[src/rtl/cubic_poly_arb.sv]
// cubic_poly_arb: round-robin arbiter sharing one cubic_poly unit among
// NUM_REQ requesters. Operands are issued through registered pu_* outputs,
// and a tag pipe tracks each op's owner until the unit's result returns.
// Optional feature macro: CUBIC_ARB_STATS_EN (saturating per-requester grant
// counters on stat_gnt_cnt; tied to zero when undefined).
module cubic_poly_arb #(
  parameter int NUM_REQ  = 4,
  parameter int PIPE_LAT = 2
) (
  input  logic                   clk,
  input  logic                   rst_n,
  input  logic                   en,
  input  logic                   err_clr,
  input  logic [NUM_REQ-1:0]     req,
  input  logic [3*NUM_REQ-1:0]   x_req,
  input  logic [3*NUM_REQ-1:0]   k_req,
  output logic [NUM_REQ-1:0]     gnt,
  output logic [NUM_REQ-1:0]     rsp_valid,
  output logic [8:0]             rsp_cube,
  output logic [2:0]             pu_x_in,
  output logic [2:0]             pu_k_in,
  output logic                   pu_issue,
  input  logic [8:0]             pu_cube,
  input  logic                   pu_valid_out,
  output logic                   idle,
  output logic                   err,
  output logic [8*NUM_REQ-1:0]   stat_gnt_cnt
);

  localparam int IDW = (NUM_REQ > 1) ? $clog2(NUM_REQ) : 1;

  typedef enum logic [1:0] {
    ST_IDLE  = 2'd0,
    ST_RUN   = 2'd1,
    ST_DRAIN = 2'd2
  } state_e;

  state_e               state_q;
  logic [IDW-1:0]       ptr_q, ptr_d;
  logic [NUM_REQ-1:0]   busy_q, busy_d;
  logic [2:0]           pu_x_q, pu_k_q;
  logic                 pu_issue_q;
  logic [IDW-1:0]       issue_id_q;
  logic [PIPE_LAT-1:0]  tag_v_q;
  logic [IDW-1:0]       tag_id_q [PIPE_LAT];
  logic                 err_q, err_d;

  logic [NUM_REQ-1:0]   gnt_s;
  logic [IDW-1:0]       win_s;
  logic                 any_gnt_s;
  logic [2:0]           x_sel_s, k_sel_s;
  logic                 ev_s;
  logic [IDW-1:0]       eid_s;
  logic                 rsp_hit_s;
  logic                 in_flight_s;
  logic [NUM_REQ-1:0]   rsp_valid_s;
  logic [8:0]           rsp_cube_s;

  // The issue register counts as the first slot of the op's latency, so the
  // final tag stage lines up with pu_valid_out PIPE_LAT cycles after pu_issue.
  assign ev_s        = tag_v_q[PIPE_LAT-1];
  assign eid_s       = tag_id_q[PIPE_LAT-1];
  assign rsp_hit_s   = ev_s & pu_valid_out;
  assign in_flight_s = pu_issue_q | (|tag_v_q);

  // Round-robin search from the pointer; grants only while running and enabled.
  always_comb begin
    int idx;
    idx       = 0;
    gnt_s     = '0;
    win_s     = '0;
    any_gnt_s = 1'b0;
    if ((state_q == ST_RUN) && en) begin
      for (int n = 0; n < NUM_REQ; n++) begin
        idx = (int'(ptr_q) + n) % NUM_REQ;
        if (!any_gnt_s && req[idx] && !busy_q[idx]) begin
          any_gnt_s = 1'b1;
          win_s     = IDW'(idx);
        end else begin
          any_gnt_s = any_gnt_s;
        end
      end
      gnt_s[win_s] = any_gnt_s;
    end else begin
      gnt_s = '0;
    end
  end

  // Operand select, pointer advance, busy bookkeeping and sticky error update.
  always_comb begin
    x_sel_s = x_req[int'(win_s)*3 +: 3];
    k_sel_s = k_req[int'(win_s)*3 +: 3];
    ptr_d   = ptr_q;
    busy_d  = busy_q;
    if (any_gnt_s) begin
      if (int'(win_s) == NUM_REQ - 1) begin
        ptr_d = '0;
      end else begin
        ptr_d = win_s + IDW'(1);
      end
      busy_d[win_s] = 1'b1;
    end else begin
      ptr_d = ptr_q;
    end
    if (ev_s) begin
      busy_d[eid_s] = 1'b0;
    end else begin
      busy_d = busy_d;
    end
    err_d = (err_q & ~err_clr) | (ev_s ^ pu_valid_out);
  end

  // Steer a returned result to the requester that owns the final tag.
  always_comb begin
    rsp_valid_s = '0;
    rsp_cube_s  = 9'd0;
    if (rsp_hit_s) begin
      rsp_valid_s[eid_s] = 1'b1;
      rsp_cube_s         = pu_cube;
    end else begin
      rsp_valid_s = '0;
      rsp_cube_s  = 9'd0;
    end
  end

  // Control FSM with its registered issue outputs, tag pipe and error flag.
  always_ff @(posedge clk or negedge rst_n) begin
    if (!rst_n) begin
      state_q    <= ST_IDLE;
      ptr_q      <= '0;
      busy_q     <= '0;
      pu_x_q     <= 3'd0;
      pu_k_q     <= 3'd0;
      pu_issue_q <= 1'b0;
      issue_id_q <= '0;
      tag_v_q    <= '0;
      for (int s = 0; s < PIPE_LAT; s++) begin
        tag_id_q[s] <= '0;
      end
      err_q      <= 1'b0;
    end else begin
      case (state_q)
        ST_IDLE:  state_q <= en ? ST_RUN : ST_IDLE;
        ST_RUN: begin
          if (en) begin
            state_q <= ST_RUN;
          end else if (in_flight_s) begin
            state_q <= ST_DRAIN;
          end else begin
            state_q <= ST_IDLE;
          end
        end
        ST_DRAIN: state_q <= in_flight_s ? ST_DRAIN : ST_IDLE;
        default:  state_q <= ST_IDLE;
      endcase
      ptr_q      <= ptr_d;
      busy_q     <= busy_d;
      pu_issue_q <= any_gnt_s;
      pu_x_q     <= any_gnt_s ? x_sel_s : 3'd0;
      pu_k_q     <= any_gnt_s ? k_sel_s : 3'd0;
      issue_id_q <= any_gnt_s ? win_s : '0;
      tag_v_q[0]  <= pu_issue_q;
      tag_id_q[0] <= issue_id_q;
      for (int s = 1; s < PIPE_LAT; s++) begin
        tag_v_q[s]  <= tag_v_q[s-1];
        tag_id_q[s] <= tag_id_q[s-1];
      end
      err_q      <= err_d;
    end
  end

  assign gnt       = gnt_s;
  assign rsp_valid = rsp_valid_s;
  assign rsp_cube  = rsp_cube_s;
  assign pu_x_in   = pu_x_q;
  assign pu_k_in   = pu_k_q;
  assign pu_issue  = pu_issue_q;
  assign err       = err_q;
  assign idle      = (state_q == ST_IDLE) && !in_flight_s;

`ifdef CUBIC_ARB_STATS_EN
  logic [7:0] cnt_q [NUM_REQ];

  // Saturating per-requester grant counters; only reset clears them.
  always_ff @(posedge clk or negedge rst_n) begin
    if (!rst_n) begin
      for (int i = 0; i < NUM_REQ; i++) begin
        cnt_q[i] <= 8'd0;
      end
    end else begin
      for (int i = 0; i < NUM_REQ; i++) begin
        if (gnt_s[i] && (cnt_q[i] != 8'd255)) begin
          cnt_q[i] <= cnt_q[i] + 8'd1;
        end else begin
          cnt_q[i] <= cnt_q[i];
        end
      end
    end
  end

  for (genvar g = 0; g < NUM_REQ; g++) begin : g_stat
    assign stat_gnt_cnt[8*g +: 8] = cnt_q[g];
  end
`else
  assign stat_gnt_cnt = '0;
`endif

endmodule
[config.mk]
export PLATFORM = sky130hd
export DESIGN_NAME = cubic_poly_arb
export DESIGN_NICKNAME = d
export VERILOG_FILES = /design/src/rtl/cubic_poly_arb.sv
export SDC_FILE = /design/constraint.sdc
export NUM_CORES = 1
export LEC_CHECK = 0
export ABC_AREA = 1
export BUFFER_PORTS_ARGS = -buffer_cell sky130_fd_sc_hd__buf_2
export CAP_MARGIN = 40
export CELL_PAD_IN_SITES_DETAIL_PLACEMENT = 0
export CELL_PAD_IN_SITES_GLOBAL_PLACEMENT = 1
export CORE_MARGIN = 2
export CORE_UTILIZATION = 24
export CTS_CLUSTER_DIAMETER = 40
export DETAILED_ROUTE_END_ITERATION = 8
export PLACE_DENSITY = 0.68
export SETUP_SLACK_MARGIN = 0.02
export SYNTH_ARGS = -nofsm -noshare
export SYNTH_HDL_FRONTEND = slang
export SYNTH_SLANG_ARGS = --single-unit
[constraint.sdc]
create_clock -name clk -period 2.2 [get_ports clk]
set_input_delay 0.33 -clock clk [delete_from_list [all_inputs] [get_ports clk]]
set_output_delay 0.33 -clock clk [all_outputs]
set_load 0.02 [all_outputs]
==> metrics <==
met1 wire length=2015 µm; vias=1725; CTS buffer count=3; final hold vios=0; initial antenna violation count=0; RR Startpoint=ptr_q[1]; share of power burned in registers=22.0%; Netlist Area Pre-Place=0.001826 mm²; initial core utilization=25.03%; Placement Cell Area=0.002165 mm²; Worst Setup SP=ptr_q[1]; combinational share of power=66.0%; required time at the worst-slack endpoint=1870 ps; Yosys reg bits=24; Pwr per Cell Area=1284 mW/mm²; # nets final=383; r2r endpoint=ptr_q[1]; IO buf count=67; pin count of the biggest net entering global routing=25; DR iter-0 viols=77; core footprint=0.007292 mm²; Clock transition at path regs=90 ps; Fin Clk Skew=3.552 ps; global-route wire length before repair=7327 µm; synth unique cells=28; root buf cell=clkbuf_8; Worst Path Max Fanout=6; critical path class=reg2out; DRC=0; pins over their slew limit=0; Final ANT Viol Nets=0; Critical Path Sink Type=output pin; # hold bufs at CTS=0; Worst Path Arrival=1970 ps; number of H-tree levels=1; routed length per instance=10.22 µm; clock share of power=12.0%; CTS Sinks=24; met3 WL=428 µm; status=finished with violations; HP Class=in2async; unrepaired setup endpoints after global routing=yes; Worst slew margin=63.53%; CTS tree=built; reg2reg path depth=12; Worst path slowest cell=dfrtp_2; met2 wire len=1988 µm; Final setup viols=4; All-Layer GR Usage=10.52%; register area share after synthesis=32.90%; Max VDD drop=0.0004673 V; most common cell after layout, fill and taps aside=buf_2; ANT cells=0; First-pass DRT Iterations=4; Area Overhead vs Synth=37.42%; P_int=1.674 mW; crit share post-route=104.4%; most frequent cells in the layout=buf_2 (63), nand2_1 (54), inv_1 (33); Leak Pwr=1.488 nW; crit-path cells=inv_2, nand2_1, nand2_2, a21oi_1, nor2_2, nand4_1, nand2_2, nand2_4, inv_4, nand2_4, inv_2, buf_6; die width=91.22 µm; WL final=4466 µm; min setup slack post-route=-96.90 ps; Non-Filler Instances=437; Core Rows=31; io pins=100; Max-Cap Viols=0; max layer used=met4; Fmax=0.4354 GHz; failing checks=negative setup slack; Slew @ Worst Pin=547.1 ps; latest clock arrival within the worst-skew pair=270 ps; final instance area=0.002509 mm²; Inst Count DP=414; layout cells sized above 1=43.49%; YS warnings=0; critical path's largest stage delay=470 ps; flop-to-flop setup slack=10 ps; Routability Congestion=0.8898; Clock Path Buffers=2; Final min period=2297 ps; HPWL Detailed=3518 µm; Cells after Synth=248; Die Ht=91.22 µm; pre-CTS setup slack=-1.519 ps; Avg Inst Size Synth=7.361 µm²; Critical Path Sink=gnt[2]; Sw Ratio=48.03%; hold_ws=36.50 ps; CP Launch Type=flop; Die ar.=0.008320 mm²; DR vias/cell=3.947; vias in the first global route=1622; total gr overflow=0; sw power=1.547 mW
## synth_stat cells, drive strengths merged
master	n	area share [%]
o21ai	2	0.55
dfrtp	24	33
a211oi	1	0.41
clkbuf	2	0.41
nor2	12	3.8
a21oi	12	3.5
nor4	1	0.34
inv	41	8.6
nor3	5	1.4
conb	1	0.21
o21bai	1	0.41
nand4	13	4.5
nand2	73	17
o21a	1	0.41
ha	2	1.4
nand3	19	8.0
o22a	1	0.48
buf	37	16
## kinds of logic after synthesis
kind of cell             count (synthesis)  synth area share (%)
AND/OR/NAND/NOR                        123                 34.96
adder cells (fa/ha/maj)                  2                 1.371
buffers and inverters                   80                 24.81
flip-flops                              24                 32.90
AO/OA/AOI/OAI                           18                 5.758
other                                    1                0.2054
## repair_timing
action	4_1_cts	5_1_grt
setup buffers	11	8
pin swaps	11	10
setup endpoints to repair	4	6
resized for setup	20	21
## critical path: cells and delay by family, from the launching register on
family	cells	cell delay (ps)
simple gates	7	810
buf+inv	4	350
flops	1	470
compound gates	1	60
## cell type report
| cell class | instances | area, µm² |
|---|---|---|
| inverter | 41 | 161.4 |
| sequential | 24 | 603.1 |
| timing repair buffer | 94 | 566.8 |
| clock buffer | 3 | 41.29 |
| multi-input combinational | 175 | 982.2 |
| fill | 806 | 4783 |
| clock inverter | 1 | 30.03 |
| tap | 99 | 123.9 |
## power by group through the flow
stage / clock network, mW / registers [mW] / logic (mW)
finish: 0.385 / 0.709 / 2.13
global route: 0.418 / 0.737 / 2.35
CTS: 0.396 / 0.713 / 1.94
detailed placement: 0 / 0.726 / 1.69
global placement: 0 / 0.719 / 1.69
floorplan: 0 / 0.739 / 1.32
## per-stage QoR
stage	power, mW	util [%]	TNS [ps]
after floorplan	2.059	-	0
after global placement	2.409	29.68	0
after global routing	3.506	34.40	-1068
after CTS	3.046	32.57	-241.0
final	3.221	34.40	-271.5
after detailed placement	2.414	29.68	-1.519
## worst min-delay path by stage
| stage | startpoint | end | slack [ps] | cells after the start |
|---|---|---|---|---|
| 3_3_place_gp | issue_id_q[1] | tag_id_q[3] | 330 | 0 |
| 4_1_cts | rst_n | busy_q[2] | 50 | 1 |
| 2_1_floorplan | rst_n | busy_q[0] | 30 | 0 |
| 5_1_grt | rst_n | busy_q[0] | 70 | 1 |
| 3_5_place_dp | issue_id_q[1] | tag_id_q[3] | 340 | 0 |
| 6_report | rst_n | busy_q[0] | 40 | 1 |
## metal layers
metal	vias up	GRT usage, %
li1	891	-
met1	747	14.10
met2	85	16.73
met3	2	2.988
met4	0	2.525
met5	-	0
## state kept, by name, summed over array words and instances (netlist names)
name        count
pu_k_in         3
err             1
tag_id_q        2
pu_issue        1
pu_x_in         3
tag_v_q         2
eid_s           2
state_q         2
issue_id_q      2
ptr_q           2
busy_q          4
Note: power is estimated with default switching activity, not from simulation.
